==> config.mk <==
export PLATFORM = sky130hd
export DESIGN_NAME = alu_arbiter
export DESIGN_NICKNAME = d
export VERILOG_FILES = /design/src/rtl/alu_arbiter.sv
export SDC_FILE = /design/constraint.sdc
export NUM_CORES = 1
export LEC_CHECK = 0
export CAP_MARGIN = 20
export CELL_PAD_IN_SITES_DETAIL_PLACEMENT = 2
export CELL_PAD_IN_SITES_GLOBAL_PLACEMENT = 2
export CORE_MARGIN = 5
export CORE_UTILIZATION = 19
export DETAILED_ROUTE_END_ITERATION = 8
export PLACE_DENSITY_LB_ADDON = 0.1
export SLEW_MARGIN = 20
export SYNTH_ARGS = -nofsm -noshare
export SYNTH_HDL_FRONTEND = slang
export SYNTH_SLANG_ARGS = --single-unit
export TNS_END_PERCENT = 20
==> constraint.sdc <==
create_clock -name clk -period 2.8 [get_ports clk]
set_input_delay 0.56 -clock clk [delete_from_list [all_inputs] [get_ports clk]]
set_output_delay 0.56 -clock clk [all_outputs]
set_load 0.1 [all_outputs]
==> src/rtl/alu_arbiter.sv <==
// Round-robin arbiter sharing one combinational ALU between two valid/ready requesters.
// Latency: request handshake at cycle t -> response valid at t+2; at least 3 cycles per operation.
// Backpressure: one operation in flight; no new request is accepted until the owner takes its result.
module alu_arbiter #(
  parameter int WIDTH = 32,
  parameter int OP_W  = 4
) (
  input  logic             clk,
  input  logic             rst,
  input  logic             req0_valid,
  output logic             req0_ready,
  input  logic [WIDTH-1:0] req0_a,
  input  logic [WIDTH-1:0] req0_b,
  input  logic [OP_W-1:0]  req0_op,
  output logic             resp0_valid,
  input  logic             resp0_ready,
  output logic [WIDTH-1:0] resp0_data,
  input  logic             req1_valid,
  output logic             req1_ready,
  input  logic [WIDTH-1:0] req1_a,
  input  logic [WIDTH-1:0] req1_b,
  input  logic [OP_W-1:0]  req1_op,
  output logic             resp1_valid,
  input  logic             resp1_ready,
  output logic [WIDTH-1:0] resp1_data,
  output logic [WIDTH-1:0] alu_a,
  output logic [WIDTH-1:0] alu_b,
  output logic [OP_W-1:0]  alu_op,
  input  logic [WIDTH-1:0] alu_res,
  output logic             busy
);

  typedef enum logic [1:0] {IDLE, EXEC, RESP} state_t;

  state_t           state_q, state_d;
  logic [WIDTH-1:0] alu_a_q, alu_a_d;
  logic [WIDTH-1:0] alu_b_q, alu_b_d;
  logic [OP_W-1:0]  alu_op_q, alu_op_d;
  logic [WIDTH-1:0] result_q, result_d;
  logic             owner_q, owner_d;
  logic             last_grant_q, last_grant_d;
  logic             grant0, grant1;
  logic             owner_resp_ready;

  // Round-robin grant in IDLE: a lone requester wins, a tie goes to whoever was not served last
  always_comb begin
    grant0 = 1'b0;
    grant1 = 1'b0;
    if (state_q == IDLE) begin
      if (req0_valid && req1_valid) begin
        grant0 = last_grant_q;
        grant1 = ~last_grant_q;
      end else begin
        grant0 = req0_valid;
        grant1 = req1_valid;
      end
    end
  end

  // Next-state logic: capture operands at handshake, latch ALU result in EXEC, release on owner's ready
  always_comb begin
    state_d      = state_q;
    alu_a_d      = alu_a_q;
    alu_b_d      = alu_b_q;
    alu_op_d     = alu_op_q;
    result_d     = result_q;
    owner_d      = owner_q;
    last_grant_d = last_grant_q;
    owner_resp_ready = owner_q ? resp1_ready : resp0_ready;
    case (state_q)
      IDLE: begin
        if (grant0) begin
          alu_a_d  = req0_a;
          alu_b_d  = req0_b;
          alu_op_d = req0_op;
          owner_d  = 1'b0;
          state_d  = EXEC;
        end else if (grant1) begin
          alu_a_d  = req1_a;
          alu_b_d  = req1_b;
          alu_op_d = req1_op;
          owner_d  = 1'b1;
          state_d  = EXEC;
        end
      end
      EXEC: begin
        result_d     = alu_res;
        last_grant_d = owner_q;
        state_d      = RESP;
      end
      RESP: begin
        if (owner_resp_ready) state_d = IDLE;
      end
      default: state_d = IDLE;
    endcase
  end

  // State registers; reset discards any operation in flight
  always_ff @(posedge clk) begin
    if (rst) begin
      state_q      <= IDLE;
      alu_a_q      <= '0;
      alu_b_q      <= '0;
      alu_op_q     <= '0;
      result_q     <= '0;
      owner_q      <= 1'b0;
      last_grant_q <= 1'b1;
    end else begin
      state_q      <= state_d;
      alu_a_q      <= alu_a_d;
      alu_b_q      <= alu_b_d;
      alu_op_q     <= alu_op_d;
      result_q     <= result_d;
      owner_q      <= owner_d;
      last_grant_q <= last_grant_d;
    end
  end

  assign req0_ready  = grant0;
  assign req1_ready  = grant1;
  assign resp0_valid = (state_q == RESP) && !owner_q;
  assign resp1_valid = (state_q == RESP) && owner_q;
  assign resp0_data  = result_q;
  assign resp1_data  = result_q;
  assign alu_a       = alu_a_q;
  assign alu_b       = alu_b_q;
  assign alu_op      = alu_op_q;
  assign busy        = (state_q != IDLE);

endmodule

==> out/metrics.csv, run 1 <==
metric,value,unit
outcome,finished clean,
drc,0,
regToRegSetupSlack,0.84,ns
drv_slew,0,
die_y,165,um
grt_usage,17.2,%
fin_hold_ws,0.478,ns
ir_drop,0.000222,V
grt_use_met2,28.8,%
setup_tns,0,ns
crit_slowest_cell,clkdlybuf4s50_1,
ys_types,23,
cellLeakagePower,2.93,nW
synth_seq_cells,104,
grt_pass1_vias,6213,
synth.avg_cell_area,7.78,um2
path_clk_slew,0.07,ns
core_area,23600,um2
cap_viol_max_count,0,
cts_sinks,104,
use_met3,7.10,%
grt.busiest_layer,met2,
min_period,2.35,ns
worstPathMaxFanout,3,
cts_resized,0,
rsz0062_at_grt,false,
cp_cell_sequence,"clkdlybuf4s50_1, a21boi_4, and2_1, buf_12",
cts.htree.levels,3,
syn_to_final_growth,69.4,%
crit_path_start_kind,input port,
drtIter0Drc,173,
hold_violations,0,
grt_max_degree,70,
grt_use_met1,20.1,%
ctsLongestPathBuffers,2,
r2r-end,alu_a[6],
syn_nets,762,
die_w,165,um
gr-total-overflow,0,
power,5.29,mW
min_period_over_period,84.1,%
startpoint,req1_valid,
place.gp.congestion,0.751,
cts_setup_buffers,0,
fin_worst_skew,0.0130,ns
grt_pass1_wl,36600,um
mostFrequentLayoutCells,"clkdlybuf4s50_1 (172), buf_4 (140), nand3_1 (136)",
dr.pass1.iters,4,
syn_area,4570,um2
synth_top_cells_by_area,"dfxtp_1 (46%), nand3_1 (15%), a31oi_1 (9.3%)",
end_kind,output pin,
vias_per_cell,4.79,
clock_latency,0.35,ns
arrival,1.79,ns
io_buffers,310,
synth_area_leader_cell,dfxtp_1,
synth_cells,588,
cts_buffers,9,
final_antenna_net_count,0,
hpwl,16500,um
endpoint,req1_ready,
path_class,input port to output pin,
nNetsFinal,998,
clock-root-buffer,clkbuf_16,
ys.warnings.count,0,
grt_antenna_before_repair,3,
totalWireLength,24000,um
max_stage_delay,0.58,ns
rows,56,
setup_violations,0,
slew_headroom,40.9,%
drive_above_1_share,20.6,%
fmax,425,MHz
reg2regPathDepth,5,
cp.required,2.24,ns
hp-class,register to register,
instances_no_fill,1149,
num_io_pins,311,
num_vias,5507,
final_core_util,32.8,%
cts_tree,yes,
reg2reg_from,state_q[0],
power-per-cell-area,683,nW/um2
ys_seq_area_share,45.5,%
wl_per_cell,20.9,um
start_util,19.4,%
die-area,27300,um2
postCtsHoldBufs,0,
dp.cells,1132,
synth_top_area_share,45.5,%
final_common_cell,clkdlybuf4s50_1,
tightest_slew,0.886,ns
==> area by class of cell <==
| type | count | area [um2] |
|---|---|---|
| fill | 2677 | 15900 |
| timing repair buffer | 320 | 2930 |
| sequential | 104 | 2080 |
| multi-input combinational | 388 | 2020 |
| tap | 319 | 399 |
| clock buffer | 12 | 256 |
| clock inverter | 4 | 52.6 |
| inverter | 1 | 3.75 |
| antenna | 1 | 2.50 |
==> state kept, by name, indices dropped and copies added (netlist names) <==
register,flops
alu_b,32
resp0_data,32
alu_a,32
owner_q,1
state_q,2
last_grant_q,1
alu_op,4
==> metrics by stage <==
stage / setup WS [ns] / area (um2)
final: 0.445 / 7750
after global routing: 0.400 / 7750
after CTS: 0.439 / 7740
after detailed placement: 0.398 / 7430
after global placement: 0.454 / 7430
after floorplan: 0.371 / 4580
==> kinds of logic after synthesis <==
| kind of cell | share of synthesized area, % |
|---|---|
| buffers and inverters | 11.1 |
| AO/OA/AOI/OAI | 20.7 |
| AND/OR/NAND/NOR | 22.4 |
| multiplexers | 0.219 |
| flip-flops | 45.5 |
==> per-layer routing <==
metal	vias up	wire [um]
li1	2547	-
met1	2716	9510
met2	214	11500
met3	26	2540
met4	4	430
met5	-	21
==> where the power goes <==
group / switching [mW] / internal [mW]
registers: 0.0887 / 1.61
clock network: 0.609 / 0.745
logic: 1.66 / 0.578
==> cell usage after synthesis <==
library cell  count
nand2b_1          2
nand2_1          66
buf_2            12
nor3b_2           1
and3_1            1
and2_1            1
dfxtp_1         104
a21oi_1          34
nor3b_1           1
inv_2             1
and3b_1           1
nand3b_1          2
clkbuf_1         44
nor3_1            2
nand3_1         136
buf_4            35
nor2_2            2
a31oi_1          68
o21ai_1          68
a21boi_2          1
mux2i_1           1
nor2b_1           1
buf_1             4
==> how the worst min path moves through the flow <==
stage	cells past startpoint	endpoint	slack [ns]	from
6_report	2	resp0_data[8]	0.48	resp0_data[8]
3_3_place_gp	2	resp0_data[24]	0.46	resp0_data[24]
5_1_grt	2	resp0_data[24]	0.50	resp0_data[24]
2_1_floorplan	2	last_grant_q	0.47	last_grant_q
3_5_place_dp	2	resp0_data[9]	0.47	resp0_data[9]
4_1_cts	2	resp0_data[9]	0.48	resp0_data[9]
==> worst max-delay path, delay by kind of cell <==
kind / cells / cell delay [ns]
simple gates: 1 / 0.21
buf+inv: 2 / 0.77
compound gates: 1 / 0.25
(Power assumes the default switching activity.)
==> run 2: changes to the inputs <==
--- a/config.mk
+++ b/config.mk
@@ -9,7 +9,7 @@
 export CELL_PAD_IN_SITES_DETAIL_PLACEMENT = 2
 export CELL_PAD_IN_SITES_GLOBAL_PLACEMENT = 2
 export CORE_MARGIN = 5
-export CORE_UTILIZATION = 19
+export CORE_UTILIZATION = 16
 export DETAILED_ROUTE_END_ITERATION = 8
 export PLACE_DENSITY_LB_ADDON = 0.1
 export SLEW_MARGIN = 20
==> constraint.sdc (replaced) <==
create_clock -name clk -period 2.1 [get_ports clk]
set_input_delay 0.42 -clock clk [delete_from_list [all_inputs] [get_ports clk]]
set_output_delay 0.42 -clock clk [all_outputs]
set_load 0.1 [all_outputs]
==> run 2 against run 1 <==
Global-route usage fell by 2.4 points. Final cell count rose by 6.2%. Sequential share of layout area fell by 0.66 points. Non-clock buffer count rose by 9. Cell area rose by 2.5%. Critical path type unchanged. Largest cell class unchanged. Largest power group unchanged.
==> out/metrics.csv, run 2 (same netlist as run 1, synthesis figures left out) <==
metric,value,unit,change
outcome,finished clean,,
hpwl,17600,um,+7.0%
power-per-cell-area,880,nW/um2,+29%
cts_sinks,104,,unchanged
clock-root-buffer,clkbuf_16,,
grt_use_met1,16.6,%,-3.5 points
use_met3,6.62,%,-0.48 points
cp.required,1.68,ns,-0.56 ns
final_common_cell,clkdlybuf4s50_1,,
min_period,2.01,ns,
ctsLongestPathBuffers,2,,unchanged
r2r-end,alu_b[9],,
drive_above_1_share,21.4,%,+0.73 points
mostFrequentLayoutCells,"clkdlybuf4s50_1 (172), buf_4 (143), nand3_1 (136)",,
hold_end,alu_b[16],,
final_antenna_net_count,0,,unchanged
instances_no_fill,1220,,+6.2%
hold_violations,0,,unchanged
stdcell_area,7940,um2,+2.5%
min_period_over_period,95.9,%,
cts_resized,0,,unchanged
end_kind,output pin,,
ir_drop,0.000299,V,+35%
die_w,179,um,+8.4%
rows,61,,+8.9%
dp.cells,1200,,+6.0%
dr.pass1.iters,4,,unchanged
min_path_cells,2,,unchanged
min_from,rst,,
wl_per_cell,20.3,um,-2.8%
hp-class,input port to register,,
start_util,16.3,%,-3.0 points
path_class,input port to output pin,,
grt_use_met2,25.9,%,-2.9 points
syn_to_final_growth,73.7,%,
vias_per_cell,4.51,,-5.8%
path_clk_slew,0.08,ns,about the same
gr-total-overflow,0,,unchanged
slew_headroom,55.8,%,+15 points
postCtsHoldBufs,0,,unchanged
place_area,7650,um2,+2.9%
drc,0,,unchanged
drv_slew,0,,unchanged
fmax,497,MHz,
core_area,28000,um2,+19%
grt_pass1_vias,6259,,+0.74%
reg2regPathDepth,4,,-1
cts_setup_buffers,0,,unchanged
clock_latency,0.35,ns,about the same
cellLeakagePower,2.99,nW,+2.2%
cts_tree,yes,,
rsz0062_at_grt,false,,
io_buffers,310,,unchanged
cts.htree.levels,3,,unchanged
die-area,32100,um2,+18%
setup_violations,0,,unchanged
nNetsFinal,1007,,+0.90%
cap_viol_max_count,0,,unchanged
arrival,1.59,ns,-0.20 ns
fin_worst_skew,0.0135,ns,+0.000487 ns
grt.busiest_layer,met2,,
grt_antenna_before_repair,8,,+5
totalWireLength,24800,um,+3.2%
grt_usage,14.8,%,-2.4 points
regToRegSetupSlack,0.38,ns,-0.46 ns
num_vias,5508,,+0.018%
grt_max_degree,69,,-1.4%
place.gp.congestion,0.717,,-4.5%
die_y,179,um,+8.4%
drtIter0Drc,155,,-10%
reg2reg_from,state_q[0],,
worstPathMaxFanout,4,,+1
fillers,3193,,+19%
crit_path_start_kind,input port,,
cts_buffers,9,,unchanged
num_io_pins,311,,unchanged
grt_pass1_wl,36800,um,+0.64%
tightest_slew,0.663,ns,-0.223 ns
[run 2: stage by stage]
step	power, mW	util (%)	hold WS [ns]	TNS (ns)	worst slack [ns]
floorplan	4.40	-	0.473	-0.0494	-0.0494
CTS	7.15	28.3	0.424	0	0.0691
global placement	5.35	27.3	0.458	0	0.0844
global route	7.34	28.3	0.433	0	0.0327
finish	6.99	28.4	0.440	0	0.0862
detailed placement	5.39	27.3	0.478	0	0.000669
[run 2: report_power, final]
part	switching (mW)	internal (mW)
Clock	0.832	0.857
Combinational	2.23	0.809
Sequential	0.120	2.14
[run 2: worst max-delay path by stage]
stage               startpoint         end  slack [ns]  cells after the start
floorplan           req1_valid  req1_ready       -0.05                      3
global placement    req0_valid  req1_ready        0.08                      4
detailed placement  req0_valid   alu_b[28]      0.0007                      6
CTS                 req0_valid  req1_ready        0.07                      4
global route        req0_valid  req1_ready        0.03                      4
finish              req0_valid  req1_ready        0.09                      4
[run 2: area by class of cell]
cell class / instances / area (um2) / share of cell area [%]
Timing Repair Buffer: 329 / 3080 / 38.7
Antenna cell: 4 / 10.0 / 0.126
Multi-Input combinational cell: 388 / 2020 / 25.4
Clock buffer: 12 / 246 / 3.10
Clock inverter: 4 / 35.0 / 0.441
Tap cell: 378 / 473 / 5.95
Sequential cell: 104 / 2080 / 26.2
Inverter: 1 / 3.75 / 0.0473
[run 2: routing by layer]
layer  share of wire, %  vias to the layer above
met3                 10                       27
met1                 40                     2699
met2                 48                      208
met4                1.4                       12
li1                   -                     2562
met5               0.30                        -
[run 2: worst max-delay path: stages]
cell,delay (ns)
clkdlybuf4s50_1,0.55
a21boi_4,0.23
and2_1,0.20
buf_12,0.19
